File: config.mk
export PLATFORM = sky130hd
export DESIGN_NAME = hazard_control_unit_flat
export DESIGN_NICKNAME = d
export VERILOG_FILES = /design/src/rtl/hazard_control_unit_if.sv /design/src/rtl/hazard_control_unit.sv /design/src/flat_wrapper.sv
export SDC_FILE = /design/constraint.sdc
export NUM_CORES = 1
export LEC_CHECK = 0
export CAP_MARGIN = 20
export CORE_MARGIN = 8
export CORE_UTILIZATION = 30
export DETAILED_ROUTE_END_ITERATION = 7
export PLACE_DENSITY = 0.56
export SLEW_MARGIN = 20
export SYNTH_ARGS = -nofsm -noshare
export SYNTH_HDL_FRONTEND = slang
export SYNTH_SLANG_ARGS = --single-unit
File: constraint.sdc
create_clock -name clk -period 2.4 [get_ports clk]
set_input_delay 0.48 -clock clk [delete_from_list [all_inputs] [get_ports clk]]
set_output_delay 0.48 -clock clk [all_outputs]
set_load 0.03 [all_outputs]
File: src/rtl/hazard_control_unit_if.sv
// Signal bundle between the pipeline datapath and the hazard control unit.
// The datapath side is the master; the hazard unit is the slave.
interface hazard_control_unit_if #(
    parameter int CNT_W = 16
);
    // Pipeline status flowing into the hazard unit
    logic             ID_EX_MemRead;
    logic [4:0]       ID_EX_RegisterRd;
    logic [4:0]       IF_ID_RegisterRn1;
    logic [4:0]       IF_ID_RegisterRm2;
    logic             EX_MEM_PCSrc;
    logic             EX_MEM_MemAccess;
    logic             dmem_ready;

    // Pipeline control and status flowing out of the hazard unit
    logic             PC_Write;
    logic             IF_ID_Write;
    logic             ID_EX_Bubble;
    logic             IF_ID_Flush;
    logic             ID_EX_Flush;
    logic             EX_MEM_Flush;
    logic             Pipe_Hold;
    logic             mem_error;
    logic [CNT_W-1:0] stall_count;
    logic [CNT_W-1:0] flush_count;

    modport master (
        output ID_EX_MemRead, ID_EX_RegisterRd, IF_ID_RegisterRn1, IF_ID_RegisterRm2,
               EX_MEM_PCSrc, EX_MEM_MemAccess, dmem_ready,
        input  PC_Write, IF_ID_Write, ID_EX_Bubble, IF_ID_Flush, ID_EX_Flush,
               EX_MEM_Flush, Pipe_Hold, mem_error, stall_count, flush_count
    );

    modport slave (
        input  ID_EX_MemRead, ID_EX_RegisterRd, IF_ID_RegisterRn1, IF_ID_RegisterRm2,
               EX_MEM_PCSrc, EX_MEM_MemAccess, dmem_ready,
        output PC_Write, IF_ID_Write, ID_EX_Bubble, IF_ID_Flush, ID_EX_Flush,
               EX_MEM_Flush, Pipe_Hold, mem_error, stall_count, flush_count
    );
endinterface

File: src/rtl/hazard_control_unit.sv
// Hazard sequencer for the 5-stage pipeline: load-use stalls, taken-branch flushes,
// data-memory wait holds with a timeout watchdog, and saturating stall/flush counters.
module hazard_control_unit #(
    parameter int MEM_TIMEOUT = 64,
    parameter int CNT_W       = 16
) (
    input  logic                  clk,
    input  logic                  reset,
    hazard_control_unit_if.slave  bus,
    output logic [1:0]            o_dbg_state
);

    typedef enum logic [1:0] {
        ST_RUN   = 2'd0,
        ST_WAIT  = 2'd1,
        ST_ERROR = 2'd2
    } state_t;

    localparam logic [7:0]       TIMEOUT = 8'(MEM_TIMEOUT);
    localparam logic [CNT_W-1:0] CNT_MAX = '1;
    localparam logic [4:0]       XZR     = 5'd31;

    state_t           r_state;
    logic [7:0]       r_wait_cnt;
    logic             r_mem_error;
    logic [CNT_W-1:0] r_stall_count;
    logic [CNT_W-1:0] r_flush_count;

    logic w_mem_wait;
    logic w_load_use;
    logic w_pc_write;
    logic w_if_id_write;
    logic w_bubble;
    logic w_flush;
    logic w_hold;

    assign w_mem_wait = bus.EX_MEM_MemAccess & ~bus.dmem_ready;

    assign w_load_use = bus.ID_EX_MemRead
                      & (bus.ID_EX_RegisterRd != XZR)
                      & ((bus.ID_EX_RegisterRd == bus.IF_ID_RegisterRn1)
                       | (bus.ID_EX_RegisterRd == bus.IF_ID_RegisterRm2));

    // RUN and WAIT share the same decode: a WAIT cycle that sees dmem_ready falls
    // through to the branch/load-use rules exactly like RUN.
    always_comb begin
        w_pc_write    = 1'b1;
        w_if_id_write = 1'b1;
        w_bubble      = 1'b0;
        w_flush       = 1'b0;
        w_hold        = 1'b0;
        if (!reset) begin
            if (r_state == ST_ERROR || w_mem_wait) begin
                w_pc_write    = 1'b0;
                w_if_id_write = 1'b0;
                w_hold        = 1'b1;
            end else if (bus.EX_MEM_PCSrc) begin
                w_flush = 1'b1;
            end else if (w_load_use) begin
                w_pc_write    = 1'b0;
                w_if_id_write = 1'b0;
                w_bubble      = 1'b1;
            end
        end
    end

    always_ff @(posedge clk) begin
        if (reset) begin
            r_state       <= ST_RUN;
            r_wait_cnt    <= 8'd0;
            r_mem_error   <= 1'b0;
            r_stall_count <= '0;
            r_flush_count <= '0;
        end else begin
            if (!w_pc_write && r_stall_count != CNT_MAX) begin
                r_stall_count <= r_stall_count + CNT_W'(1);
            end
            if (w_flush && r_flush_count != CNT_MAX) begin
                r_flush_count <= r_flush_count + CNT_W'(1);
            end

            case (r_state)
                ST_RUN: begin
                    if (w_mem_wait) begin
                        r_state    <= ST_WAIT;
                        r_wait_cnt <= 8'd1;
                    end
                end
                ST_WAIT: begin
                    if (!w_mem_wait) begin
                        r_state    <= ST_RUN;
                        r_wait_cnt <= 8'd0;
                    end else if (r_wait_cnt == TIMEOUT) begin
                        r_state     <= ST_ERROR;
                        r_mem_error <= 1'b1;
                    end else begin
                        r_wait_cnt <= r_wait_cnt + 8'd1;
                    end
                end
                ST_ERROR: begin
                    r_state     <= ST_ERROR;
                    r_mem_error <= 1'b1;
                end
                default: begin
                    r_state    <= ST_RUN;
                    r_wait_cnt <= 8'd0;
                end
            endcase
        end
    end

    assign bus.PC_Write     = w_pc_write;
    assign bus.IF_ID_Write  = w_if_id_write;
    assign bus.ID_EX_Bubble = w_bubble;
    assign bus.IF_ID_Flush  = w_flush;
    assign bus.ID_EX_Flush  = w_flush;
    assign bus.EX_MEM_Flush = w_flush;
    assign bus.Pipe_Hold    = w_hold;
    assign bus.mem_error    = r_mem_error;
    assign bus.stall_count  = r_stall_count;
    assign bus.flush_count  = r_flush_count;
    assign o_dbg_state      = r_state;

endmodule

File: src/flat_wrapper.sv
// flat-port wrapper written by rule: the top's interface ports become plain ports
module hazard_control_unit_flat 
#(
    parameter int MEM_TIMEOUT = 64,
    parameter int CNT_W       = 16
)
  (clk, reset, o_dbg_state, bus_ID_EX_MemRead, bus_ID_EX_RegisterRd, bus_IF_ID_RegisterRn1, bus_IF_ID_RegisterRm2, bus_EX_MEM_PCSrc, bus_EX_MEM_MemAccess, bus_dmem_ready, bus_PC_Write, bus_IF_ID_Write, bus_ID_EX_Bubble, bus_IF_ID_Flush, bus_ID_EX_Flush, bus_EX_MEM_Flush, bus_Pipe_Hold, bus_mem_error, bus_stall_count, bus_flush_count);
  hazard_control_unit_if #(.CNT_W(CNT_W)) bus_i ();
  input  logic clk;
  input  logic reset;
  output logic [1:0] o_dbg_state;
  input wire logic [$bits(bus_i.ID_EX_MemRead)-1:0] bus_ID_EX_MemRead;
  input wire logic [$bits(bus_i.ID_EX_RegisterRd)-1:0] bus_ID_EX_RegisterRd;
  input wire logic [$bits(bus_i.IF_ID_RegisterRn1)-1:0] bus_IF_ID_RegisterRn1;
  input wire logic [$bits(bus_i.IF_ID_RegisterRm2)-1:0] bus_IF_ID_RegisterRm2;
  input wire logic [$bits(bus_i.EX_MEM_PCSrc)-1:0] bus_EX_MEM_PCSrc;
  input wire logic [$bits(bus_i.EX_MEM_MemAccess)-1:0] bus_EX_MEM_MemAccess;
  input wire logic [$bits(bus_i.dmem_ready)-1:0] bus_dmem_ready;
  output wire logic [$bits(bus_i.PC_Write)-1:0] bus_PC_Write;
  output wire logic [$bits(bus_i.IF_ID_Write)-1:0] bus_IF_ID_Write;
  output wire logic [$bits(bus_i.ID_EX_Bubble)-1:0] bus_ID_EX_Bubble;
  output wire logic [$bits(bus_i.IF_ID_Flush)-1:0] bus_IF_ID_Flush;
  output wire logic [$bits(bus_i.ID_EX_Flush)-1:0] bus_ID_EX_Flush;
  output wire logic [$bits(bus_i.EX_MEM_Flush)-1:0] bus_EX_MEM_Flush;
  output wire logic [$bits(bus_i.Pipe_Hold)-1:0] bus_Pipe_Hold;
  output wire logic [$bits(bus_i.mem_error)-1:0] bus_mem_error;
  output wire logic [$bits(bus_i.stall_count)-1:0] bus_stall_count;
  output wire logic [$bits(bus_i.flush_count)-1:0] bus_flush_count;
  assign bus_i.ID_EX_MemRead = bus_ID_EX_MemRead;
  assign bus_i.ID_EX_RegisterRd = bus_ID_EX_RegisterRd;
  assign bus_i.IF_ID_RegisterRn1 = bus_IF_ID_RegisterRn1;
  assign bus_i.IF_ID_RegisterRm2 = bus_IF_ID_RegisterRm2;
  assign bus_i.EX_MEM_PCSrc = bus_EX_MEM_PCSrc;
  assign bus_i.EX_MEM_MemAccess = bus_EX_MEM_MemAccess;
  assign bus_i.dmem_ready = bus_dmem_ready;
  assign bus_PC_Write = bus_i.PC_Write;
  assign bus_IF_ID_Write = bus_i.IF_ID_Write;
  assign bus_ID_EX_Bubble = bus_i.ID_EX_Bubble;
  assign bus_IF_ID_Flush = bus_i.IF_ID_Flush;
  assign bus_ID_EX_Flush = bus_i.ID_EX_Flush;
  assign bus_EX_MEM_Flush = bus_i.EX_MEM_Flush;
  assign bus_Pipe_Hold = bus_i.Pipe_Hold;
  assign bus_mem_error = bus_i.mem_error;
  assign bus_stall_count = bus_i.stall_count;
  assign bus_flush_count = bus_i.flush_count;
  hazard_control_unit #(.MEM_TIMEOUT(MEM_TIMEOUT), .CNT_W(CNT_W)) u_core (.clk(clk), .reset(reset), .bus(bus_i), .o_dbg_state(o_dbg_state));
endmodule
==> flow_results.org, run 1 <==
** Timing
- Based on the critical path, the design can be clocked at up to approximately 430 MHz.
- Number of endpoints with negative hold slack in the final report :: 0
- Transition at the pin with the smallest max-transition slack :: about 0.47 ns
- Layout Skew :: 0.00556 ns
- Setup violations remaining at the end of the flow were counted as 0.
- In the finished design, the share of the clock period the worst path needs comes to 0.963.
- Counting I/O delays and the setup requirement, the final critical path takes roughly 2.3 ns.
- Across all setup checks in the final design, the least slack found is between 0.08 and 0.09 ns.
- Worst hold margin :: ~0.49 ns
- RSZ-0062 raised after global routing :: true
- The final-report max-slew violation count is 0.
- Slew Limit Headroom :: 0.682

** Die
- Placeable core area :: between 0.007 and 0.008 mm2
- Area of the die :: ~0.011 mm2
- The die is 104 um tall.
- The initial utilization of the core area, before any placement, comes to 0.303.
- For this design the top-level I/O count stands at 63.
- Number of core rows :: 32
- Die outline width :: 104 um

** Synthesis
- Sequential cell area fraction in the yosys report :: 0.373
- Fraction of registers with async set/reset :: 0
- Top area cells in the synthesized netlist :: dfxtp_1, xor2_1, xnor2_1
- Dividing the synthesized area by the synthesized cell count gives about 8.6 um2.
- Count of distinct cell types in the synthesized netlist :: 50
- Fraction of synthesized cell area taken by the top area cell type :: 0.373
- Post-Syn Nets :: just under 300
- In this run, synthesis inferred 0 flip-flops with an integrated enable.
- Yosys top cell by area :: dfxtp_1
- For this run, the number of Yosys warnings is 0.
- Counting flops and latches in the post-synthesis netlist gives between 40 and 50.
- Library cell with the highest instance count after synthesis :: dfxtp_1
- Cell Area, Synth :: 0.00231 mm2
- Number of standard cells after synthesis :: roughly 270
- Ranking of synthesized cells by instance count :: dfxtp_1, nor2_1, xor2_1, xnor2_1, nand2_1
- Among all flip-flop cells after synthesis, the most frequent one is dfxtp_1.

** Power
- Static Leak :: 1.31 nW
- Internal portion of total power :: between 1 and 1.5 mW
- Portion of total power attributed to the clock network :: 0.354
- Of the total power, combinational logic draws 0.147.
- Switching Fraction :: 0.256
- The analysis attributes to net switching a power of around 0.37 mW.
- Worst supply voltage drop on vdd :: approximately 170 uV
- Dividing total power by cell area gives a power density of between 400 and 500 mW/mm2.
- Power share of the sequential group :: 0.499

** Routing
- WL/cell :: roughly 14 um
- Residual antenna-violating net count after detailed routing :: 0
- Dividing the detail-routed via count by the number of cells gives 4.73.
- Aggregate routed wire length :: ~6300 um
- Iteration count of the initial detailed-routing pass :: 6
- Via Count :: around 2200
- DRC viols :: 0
- DR iter-0 viols :: a little under 60

** Clocking
- CTS saw 43 sinks.
- In this run, CTS created clock tree buffers numbering 5.
- TritonCTS built the clock tree.
- H-Tree Level Count :: 2
- The tree is rooted in a clkbuf_8.
- Max Root-Sink Buffers :: 2
- For the worst-skew pair, the clock arrives at the later sink with an insertion delay of 0.29 ns.
- After clock tree synthesis, the clock-pin slew on the worst setup and hold paths is approximately 0.08 ns.

** Placed design
- Buffers placed on the I/O ports in this run total 62.
- Timing analysis after detailed placement gives a worst setup slack of -0.221 ns.
- Routability-driven placement finished with a final weighted congestion of between 0.7 and 0.8.
- The HPWL after detailed placement is approximately 4600 um.

** Worst setup path
- Setup crit start kind :: input pin
- Critical Path Sink Type :: output port
- Along the worst path, the maximum fanout reaches 5.
- The setup path with the least slack is of type input pin to output port.
- Worst reg2reg startpoint :: u_core.o_dbg_state[0]
- Data arrival at the endpoint of the critical path :: about 1.8 ns
- For the worst flop-to-flop path, the logic depth is 8.
- Data on the critical path is required at its endpoint by ~1.9 ns.
- The endpoint identified for the worst register-to-register timing path is u_core.bus.stall_count[10].
- Flop2flop setup slack :: 0.26 ns

** Layout
- Summing all flip-flop and latch instances after layout gives ~860 um2.
- Growth of design area from synthesis to finish :: 47.7%
- Final antenna diode count :: 0
- Layout cell share with drive strength beyond 1 :: 0.183
- The multi-input combinational cells in the finished layout cover a total of approximately 0.0014 mm2.
- Core utilization of the finished layout :: 0.448
- Count of filler cells inserted in the layout :: roughly 760
- Number of nets at the end of the flow :: ~390

** Global routing
- Vias in the first global route :: 2200
- All-Layer GR Usage :: 0.116
- Entering global routing, the biggest net connects 25 pins.
- Total gr overflow :: 0
- The initial antenna violation count was 0.
- The first global-routing pass estimated around 11000 um of wire.

** Worst hold path
- Depth of the worst hold-timing path :: 2
- Start point of the worst min-delay path :: u_core.bus.mem_error
- In this run the worst hold path is classified as flop to flop.
- Hold Path End :: u_core.bus.mem_error

** Flow run
- Number of max-capacitance violations reported :: 0

** Outcome
- The run finished with clean final reports.
## critical path: stages
cell,delay (ns)
clkdlybuf4s50_1,0.41
buf_4,0.17
a2111oi_4,0.33
nand2_1,0.11
nor3_2,0.15
buf_4,0.18
## layout by cell type (no fill, tap or decap), types with 12 or more instances in the layout
cell             synthesis  layout
a21oi_1                 13      13
buf_4                    3      34
clkdlybuf4s50_1          0      40
dfxtp_1                 43      42
inv_1                   13      13
nand2_1                 15      15
nand3_1                 12      12
nor2_1                  38      36
xnor2_1                 17      17
xor2_1                  20      18
## how the worst max path moves through the flow
stage                             startpoint                          to  slack [ns]
floorplan              u_core.o_dbg_state[0]  u_core.bus.flush_count[15]        0.03
global placement     bus_ID_EX_RegisterRd[3]                bus_PC_Write       -0.20
detailed placement   bus_ID_EX_RegisterRd[3]                bus_PC_Write       -0.22
CTS                 bus_IF_ID_RegisterRm2[4]                bus_PC_Write       0.001
global route                           reset            bus_ID_EX_Bubble       -0.04
finish                                 reset            bus_ID_EX_Bubble        0.09
## layout make-up
cell class	instances	area share
flip-flops and latches	43	0.253
clock buffers	8	0.0294
multi-input cells	204	0.412
repair buffers	92	0.254
well taps	102	0.0374
inverters	13	0.0143
## kinds of logic after synthesis
family                   Yosys count  synth area share
AND/OR/NAND/NOR                  121             0.284
AO/OA/AOI/OAI                     38             0.123
flip-flops                        43             0.373
multiplexers                       1           0.00434
buffers and inverters             20            0.0374
adder cells (fa/ha/maj)            7            0.0379
XOR/XNOR                          37             0.140
## routing by layer
metal	GRT usage	up-vias	wire length (um)
met5	0	-	0
met4	0.0372	0	59
met3	0.0266	5	233
met2	0.181	49	2760
met1	0.154	1014	3220
li1	-	1116	-
## per-stage QoR
step | instance area (um2) | std cells | TNS (ns) | power (mW)
5_1_grt | 3410 | 462 | -0.0366 | 1.52
3_5_place_dp | 3180 | 446 | -2.59 | 0.945
2_1_floorplan | 2310 | 267 | 0 | 0.845
4_1_cts | 3350 | 459 | 0 | 1.48
3_3_place_gp | 3180 | 446 | -1.91 | 0.943
6_report | 3410 | 462 | 0 | 1.46
## state kept, by name, summed over array words and instances (netlist names)
register                cells
u_core.r_wait_cnt           8
u_core.bus.flush_count     16
u_core.bus.stall_count     16
u_core.o_dbg_state          2
u_core.bus.mem_error        1
## power groups by stage
stage | sequential (mW) | clock (mW) | combinational [mW]
2_1_floorplan | 0.756 | 0 | 0.0886
3_3_place_gp | 0.746 | 0 | 0.197
3_5_place_dp | 0.746 | 0 | 0.199
4_1_cts | 0.729 | 0.536 | 0.211
5_1_grt | 0.731 | 0.554 | 0.235
6_report | 0.729 | 0.516 | 0.215
## timing repair
| action | in CTS | in global routing |
|---|---|---|
| gates resized for setup | 13 | 12 |
| pin swaps | 8 | 7 |
| gates cloned | 0 | 0 |
| endpoints found under the setup margin | 3 | 4 |
| hold buffers | 0 | 0 |
| buffers inserted | 5 | 3 |
No activity file was read; power rests on OpenSTA's default activity.
==> run 2, diff against run 1 <==
==> constraint.sdc (replaced) <==
create_clock -name clk -period 2.4 [get_ports clk]
set_input_delay 0.24 -clock clk [delete_from_list [all_inputs] [get_ports clk]]
set_output_delay 0.24 -clock clk [all_outputs]
set_load 0.03 [all_outputs]
==> flow_results.org, run 2 (synthesis gave the netlist of run 1 again) <==
** Timing
- The final critical delay including setup and external delays came to 2.22 ns (-0.0939 ns).
- The final worst clock skew is 0.00906 ns (+0.00350 ns).
- Transition at the pin with the smallest max-transition slack :: 0.657 ns (+0.185 ns)
- RSZ-0062 raised after global routing :: false
- The total setup violations reported at the end of the flow is 0 (unchanged).
- Number of endpoints with negative hold slack in the final report :: 0 (unchanged)
- Pins over their slew limit :: 0 (unchanged)
- The maximum achievable frequency is 451 MHz (+4.2%).
- The relative slew slack was 0.562 (-0.120).
- The setup TNS after final layout was 0 ns (unchanged).
- The final cycle utilization of the critical path is 0.924 (-0.0391).

** Global routing
- Total gr overflow :: 0 (unchanged)
- The total track usage came to 0.111 (-0.00536).
- Maximum number of pins on one net before global-route repair :: 18 (-28%)
- The number of global-route vias before repair was 2116 (-3.8%).
- Antenna violations before repair :: 0 (unchanged)
- First-pass GRT wire length :: 10200 um (-4.5%)

** Clocking
- Source-to-sink clock delay at the later pin of the worst-skew pair :: 0.29 ns (about the same)
- Clock tree from TritonCTS :: done
- CTS sink count :: 43 (unchanged)
- Post-CTS Setup Repair Bufs :: 0 (-5)
- The number of H-tree branching levels is 2 (unchanged).
- The clock slew at the register clock pins of the worst setup and hold paths was 0.08 ns (about the same).
- Clock buffer count from CTS :: 5 (unchanged)
- Library cell used as clock root buffer :: clkbuf_8
- Max Root-Sink Buffers :: 2 (unchanged)
- The hold-fix buffer count after cts was 0 (unchanged).
- The post-cts repair resize count came to 0 (-13).

** Worst setup path
- The arrival time of data at the critical path endpoint is 1.98 ns (+0.15 ns).
- The path depth of the worst reg2reg path was 9 (+1).
- Setup crit start kind :: input pin
- The data required time at the worst endpoint came to 2.16 ns (+0.24 ns).
- The worst-path maximum fanout was 3 (-2).
- STA classifies the critical path endpoint as an output port.
- Startpoint-to-endpoint class of the critical path :: input pin to output port

** Routing
- The total vias in the final route is 2101 (-3.8%).
- The detail-routed net length per standard cell is 13.4 um (-1.3%).
- Iteration count of the initial detailed-routing pass :: 4 (-2)
- The routed via count divided by cell count is 4.78 (+1.0%).
- The wire length reported by the detailed router is 5900 um (-6.0%).
- The number of nets still failing antenna checks after routing was 0 (unchanged).
- The post-route DRC violation count is 0 (unchanged).
- DR iter-0 viols :: 52 (-10%)

** Worst hold path
- Depth of the worst hold-timing path :: 2 (unchanged)
- The tightest min-delay check is of the flop to flop type.

** Placed design
- The post-placement cell area is 0.00307 mm2 (-3.5%).
- The weighted congestion reported at the end of routability-driven placement is 0.746 (-3.3%).
- Count of input and output buffers :: 62 (unchanged)
- Half-perimeter wire length after detailed placement :: 4520 um (-0.87%)

** Die
- The number of standard-cell rows in the floorplan was 32 (unchanged).
- Area of the die :: 0.0108 mm2 (unchanged)
- The starting utilization of the core area came to 0.303 (unchanged).
- Die Y :: 104 um (unchanged)
- The placeable core region was 0.00761 mm2 (unchanged).
- Count of pins on the block boundary :: 63 (unchanged)
- Die outline width :: 104 um (unchanged)

** Layout
- Post-route design area :: 0.00316 mm2 (-7.4%)
- Commonest cells after routing, fill and taps aside :: clkdlybuf4s50_1, dfxtp_1, nor2_1
- Growth of design area from synthesis to finish :: 36.8%
- Core utilization of the finished layout :: 0.415 (-0.0331)
- Most common cell after layout, fill and taps aside :: clkdlybuf4s50_1
- The share of cells above drive strength 1 is 0.112 (-0.0709).
- Final antenna diode count :: 0 (unchanged)
- Number of nets at the end of the flow :: 366 (-5.4%)
- The layout filler cell count is 772 (+1.7%).

** Flow run
- The number of violations of the max-capacitance limit was 0 (unchanged).

** Power
- The power density normalized to cell area is 435 mW/mm2 (+1.5%).
- Internal portion of total power :: 1.03 mW (-5.2%)
- Static Leak :: 1.09 nW (-17%)
- Combinational share of power :: 0.134 (-0.013)
- The sequential share of power was 0.531 (+0.032).
- The switching power share of the total came to 0.250 (-0.00611).
- Portion of total power attributed to the clock network :: 0.335 (-0.019)
- Worst supply voltage drop on vdd :: 219 uV (+32%)
- The switching power came to 0.343 mW (-8.3%).

** Outcome
- Result of the run :: finished clean
[run 2: cell count changes in the layout (fill, tap and decap cells not counted), sizes merged]
cell           delta
buf              -21
clkbuf            -2
clkdlybuf4s50    +15
clkinv            +1
dlygate4sd2       -5
dlymetal6s2s     -10
[run 2: final timing paths]
| check | from | slack [ns] | to |
|---|---|---|---|
| hold / removal | u_core.bus.mem_error | 0.48 | u_core.bus.mem_error |
| hold reg to reg | u_core.bus.mem_error | 0.48 | u_core.bus.mem_error |
| setup reg to reg | u_core.o_dbg_state[0] | 0.35 | u_core.bus.stall_count[7] |
| setup / recovery | bus_ID_EX_RegisterRd[0] | 0.18 | bus_ID_EX_Bubble |
[run 2: metrics by stage]
step | setup slack, ns | hold WS, ns | cells | power [mW]
floorplan | 0.0260 | 0.424 | 267 | 0.845
global placement | 0.0939 | 0.468 | 433 | 0.928
detailed placement | 0.0493 | 0.468 | 433 | 0.930
CTS | 0.187 | 0.491 | 440 | 1.40
global route | 0.0238 | 0.529 | 440 | 1.45
finish | 0.183 | 0.482 | 440 | 1.37
[run 2: per-layer routing]
layer | track usage | part of all wire | up-vias
met4 | 0.0310 | 0.0064 | 0
met5 | 0 | 0 | -
met2 | 0.173 | 0.44 | 46
met1 | 0.145 | 0.51 | 977
li1 | - | - | 1074
met3 | 0.0310 | 0.047 | 4
[run 2: final cells by class]
type	count	area, um2	area share
inverter	13	48.8	0.0155
clock buffer	6	82.6	0.0261
tap	102	128	0.0404
multi-input combinational	204	1360	0.431
timing repair buffer	71	671	0.212
sequential	43	862	0.273
clock inverter	1	5.00	0.00158
[run 2: worst max-delay path, stage by stage]
cell and delay, ns:
clkdlybuf4s50_1 0.51, xor2_1 0.20, nor3_1 0.34, a22o_1 0.22, nand2_1 0.07, nor3_1 0.19
buf_4 0.20
[run 2: power groups by stage]
stage	registers [mW]	logic [mW]	clock network, mW
3_3_place_gp	0.746	0.182	0
4_1_cts	0.729	0.186	0.488
3_5_place_dp	0.746	0.184	0
2_1_floorplan	0.756	0.0886	0
5_1_grt	0.731	0.201	0.520
6_report	0.729	0.184	0.460
==> run 3, diff against run 2 <==
PLACE_DENSITY = not set   (was 0.56)
==> flow_results.org, run 3 (synthesis gave the netlist of run 1 again) <==
** Outcome
- The flow ran to the end, and the final reports show no timing, DRC or antenna violations.

** Worst setup path
- Startpoint-to-endpoint class of the critical path :: input pin to output port
- STA classifies the critical path endpoint as an output port.
- The largest stage delay on the critical path came to 0.57 ns (+0.06 ns).
- Critical Path RT :: 2.16 ns (about the same)
- Cell class contributing the biggest share of worst-path delay :: buffers and inverters
- The worst-path maximum fanout is 7 (+4).
- The critical path goes through clkdlybuf4s50_1 > xor2_1 > nor3_1 > a22o_1 > a21oi_2 > buf_4 > buf_4.
- The buffer and inverter count on the worst path was 3 (+1).
- The most numerous cell type found on the critical path is buf_4.
- STA classifies the critical path startpoint as an input pin.
- Data arrival at the endpoint of the critical path :: 1.95 ns (-0.03 ns)
- On the critical path, the stage with the largest delay is an instance of clkdlybuf4s50_1.

** Power
- Switching Fraction :: 0.251 (+0.00169)
- The power density normalized to cell area was 450 mW/mm2 (+3.6%).
- The sequential share of power is 0.512 (-0.019).
- Static Leak :: 1.09 nW (-0.14%)
- Combinational share of power :: 0.129 (-0.005)
- The post-layout total power came to 1.42 mW (+3.8%).
- The worst IR drop on VDD is 222 uV (+0.92%).
- The internal power component came to 1.07 mW (+3.6%).
- The clock power share is 0.359 (+0.024).
- Sw Pwr :: 0.358 mW (+4.5%)

** Layout
- The top cell types in the final layout, fill and taps aside, are clkdlybuf4s50_1, dfxtp_1, nor2_1.
- Post-route insts no fill :: 440 (unchanged)
- Final antenna diode count :: 0 (unchanged)
- The share of cells above drive strength 1 is 0.109 (-0.00296).
- Compared with the post-synthesis result, the final layout area differs by 37.0%.
- The number of nets in the layout came to 365 (-0.27%).
- Most common cell after layout, fill and taps aside :: clkdlybuf4s50_1

** Timing
- The relative slew slack came to 0.525 (-0.0368).
- The total setup violations reported at the end of the flow was 0 (unchanged).
- Setup total negative slack :: 0 ns (unchanged)
- RSZ-0062 raised after global routing :: false
- Part of the cycle the worst path needs :: 0.911 (-0.0132)
- Post-layout min period :: 2.19 ns (-0.0317 ns)
- The maximum achievable frequency is 458 MHz (+1.4%).
- Worst hold margin :: 0.508 ns (+0.0260 ns)
- Transition at the pin with the smallest max-transition slack :: 0.713 ns (+0.0551 ns)
- Layout Skew :: 0.00422 ns (-0.00484 ns)
- Number of endpoints with negative hold slack in the final report :: 0 (unchanged)
- Pins over their slew limit :: 0 (unchanged)

** Placed design
- Half-perimeter wire length after detailed placement :: 4650 um (+2.8%)
- Count of input and output buffers :: 62 (unchanged)
- Placed cells :: 432 (-0.23%)
- Final Wtd Congestion :: 0.824 (+11%)

** Global routing
- Total gr overflow :: 0 (unchanged)
- Vias in the first global route :: 2162 (+2.2%)
- The total track usage is 0.111 (+0.000434).
- Maximum number of pins on one net before global-route repair :: 28 (+10)
- The global-route wire length before repair came to 10300 um (+0.87%).
- Antenna violations before repair :: 0 (unchanged)

** Flow run
- The number of violations of the max-capacitance limit was 0 (unchanged).

** Die
- The I/O pin total was 63 (unchanged).
- Number of core rows :: 32 (unchanged)
- Area of the die :: 0.0108 mm2 (unchanged)
- The floorplan die width came to 104 um (unchanged).
- Initial core utilization :: 0.303 (unchanged)
- The y dimension of the die was 104 um (unchanged).
- The placeable core region came to 0.00761 mm2 (unchanged).

** Routing
- DRC viols :: 0 (unchanged)
- DR iter-0 viols :: 110 (+110%)
- Residual antenna-violating net count after detailed routing :: 0 (unchanged)
- The wire length reported by the detailed router came to 6030 um (+2.1%).
- Iteration count of the initial detailed-routing pass :: 4 (unchanged)
- The routed via count divided by cell count came to 4.80 (+0.62%).
- Via Count :: 2114 (+0.62%)
- WL/cell :: 13.7 um (+2.1%)

** Clocking
- The number of buffers created by CTS was 5 (unchanged).
- Number of buffers added to fix hold violations after cts :: 0 (unchanged)
- TritonCTS built the clock tree.
- Clock transition at path regs :: 0.08 ns (about the same)
- CTS sink count :: 43 (unchanged)
- The number of H-tree branching levels was 2 (unchanged).
- Max Root-Sink Buffers :: 2 (unchanged)
- The number of buffers inserted to repair setup after CTS came to 0 (unchanged).
- Library cell used as clock root buffer :: clkbuf_8
- Resized Gates After CTS :: 0 (unchanged)
- Source-to-sink clock delay at the later pin of the worst-skew pair :: 0.29 ns (about the same)

** Worst hold path
- HP Class :: flop to flop
run 3: cell types whose count changed in the layout (fill, tap and decap cells not counted), sizes merged:
cell / delta
clkbuf: +2
clkinv: -1
buf: -1
run 3: through the flow:
stage | instance area (um2) | setup WS, ns | utilization
6_report | 3160 | 0.215 | 0.416
5_1_grt | 3160 | 0.0579 | 0.416
4_1_cts | 3160 | 0.197 | 0.416
3_5_place_dp | 3060 | 0.0355 | 0.403
3_3_place_gp | 3060 | 0.0940 | 0.403
2_1_floorplan | 2310 | 0.0260 | -
run 3: worst reg2reg max path, cell delays in order, from the launching register on:
cell	delay, ns
dfxtp_2	0.36
inv_1	0.07
ha_1	0.28
inv_1	0.12
a21oi_2	0.11
a221oi_2	0.57
nor2_1	0.21
nand4_1	0.16
mux2i_1	0.18
run 3: cell type report:
class,count,area [um2]
clock buffers,8,100
fillers,772,4440
inverters,13,48.8
multi-input cells,204,1360
flip-flops and latches,43,862
well taps,102,128
repair buffers,70,663
run 3: layer usage:
metal	up-vias	share of wire	GRT usage	wire, um
li1	1074	-	-	-
met1	988	0.50	0.142	2990
met2	45	0.44	0.175	2660
met3	7	0.053	0.0341	321
met4	0	0.010	0.0331	61
met5	-	0	0	0
run 3: path summary, 6_finish.rpt:
| path | depth (start not counted) | startpoint | slack [ns] | to |
|---|---|---|---|---|
| max | 7 | bus_ID_EX_RegisterRd[0] | 0.21 | bus_IF_ID_Write |
| min | 2 | u_core.bus.mem_error | 0.51 | u_core.bus.mem_error |
| min reg2reg | 2 | u_core.bus.mem_error | 0.51 | u_core.bus.mem_error |
| max reg2reg | 8 | u_core.o_dbg_state[0] | 0.29 | u_core.bus.stall_count[7] |
run 3: power groups by stage:
stage | registers, mW | clock network [mW] | logic, mW
floorplan | 0.756 | 0 | 0.0886
global placement | 0.746 | 0 | 0.182
detailed placement | 0.746 | 0 | 0.185
CTS | 0.729 | 0.533 | 0.186
global route | 0.731 | 0.562 | 0.200
finish | 0.729 | 0.512 | 0.183
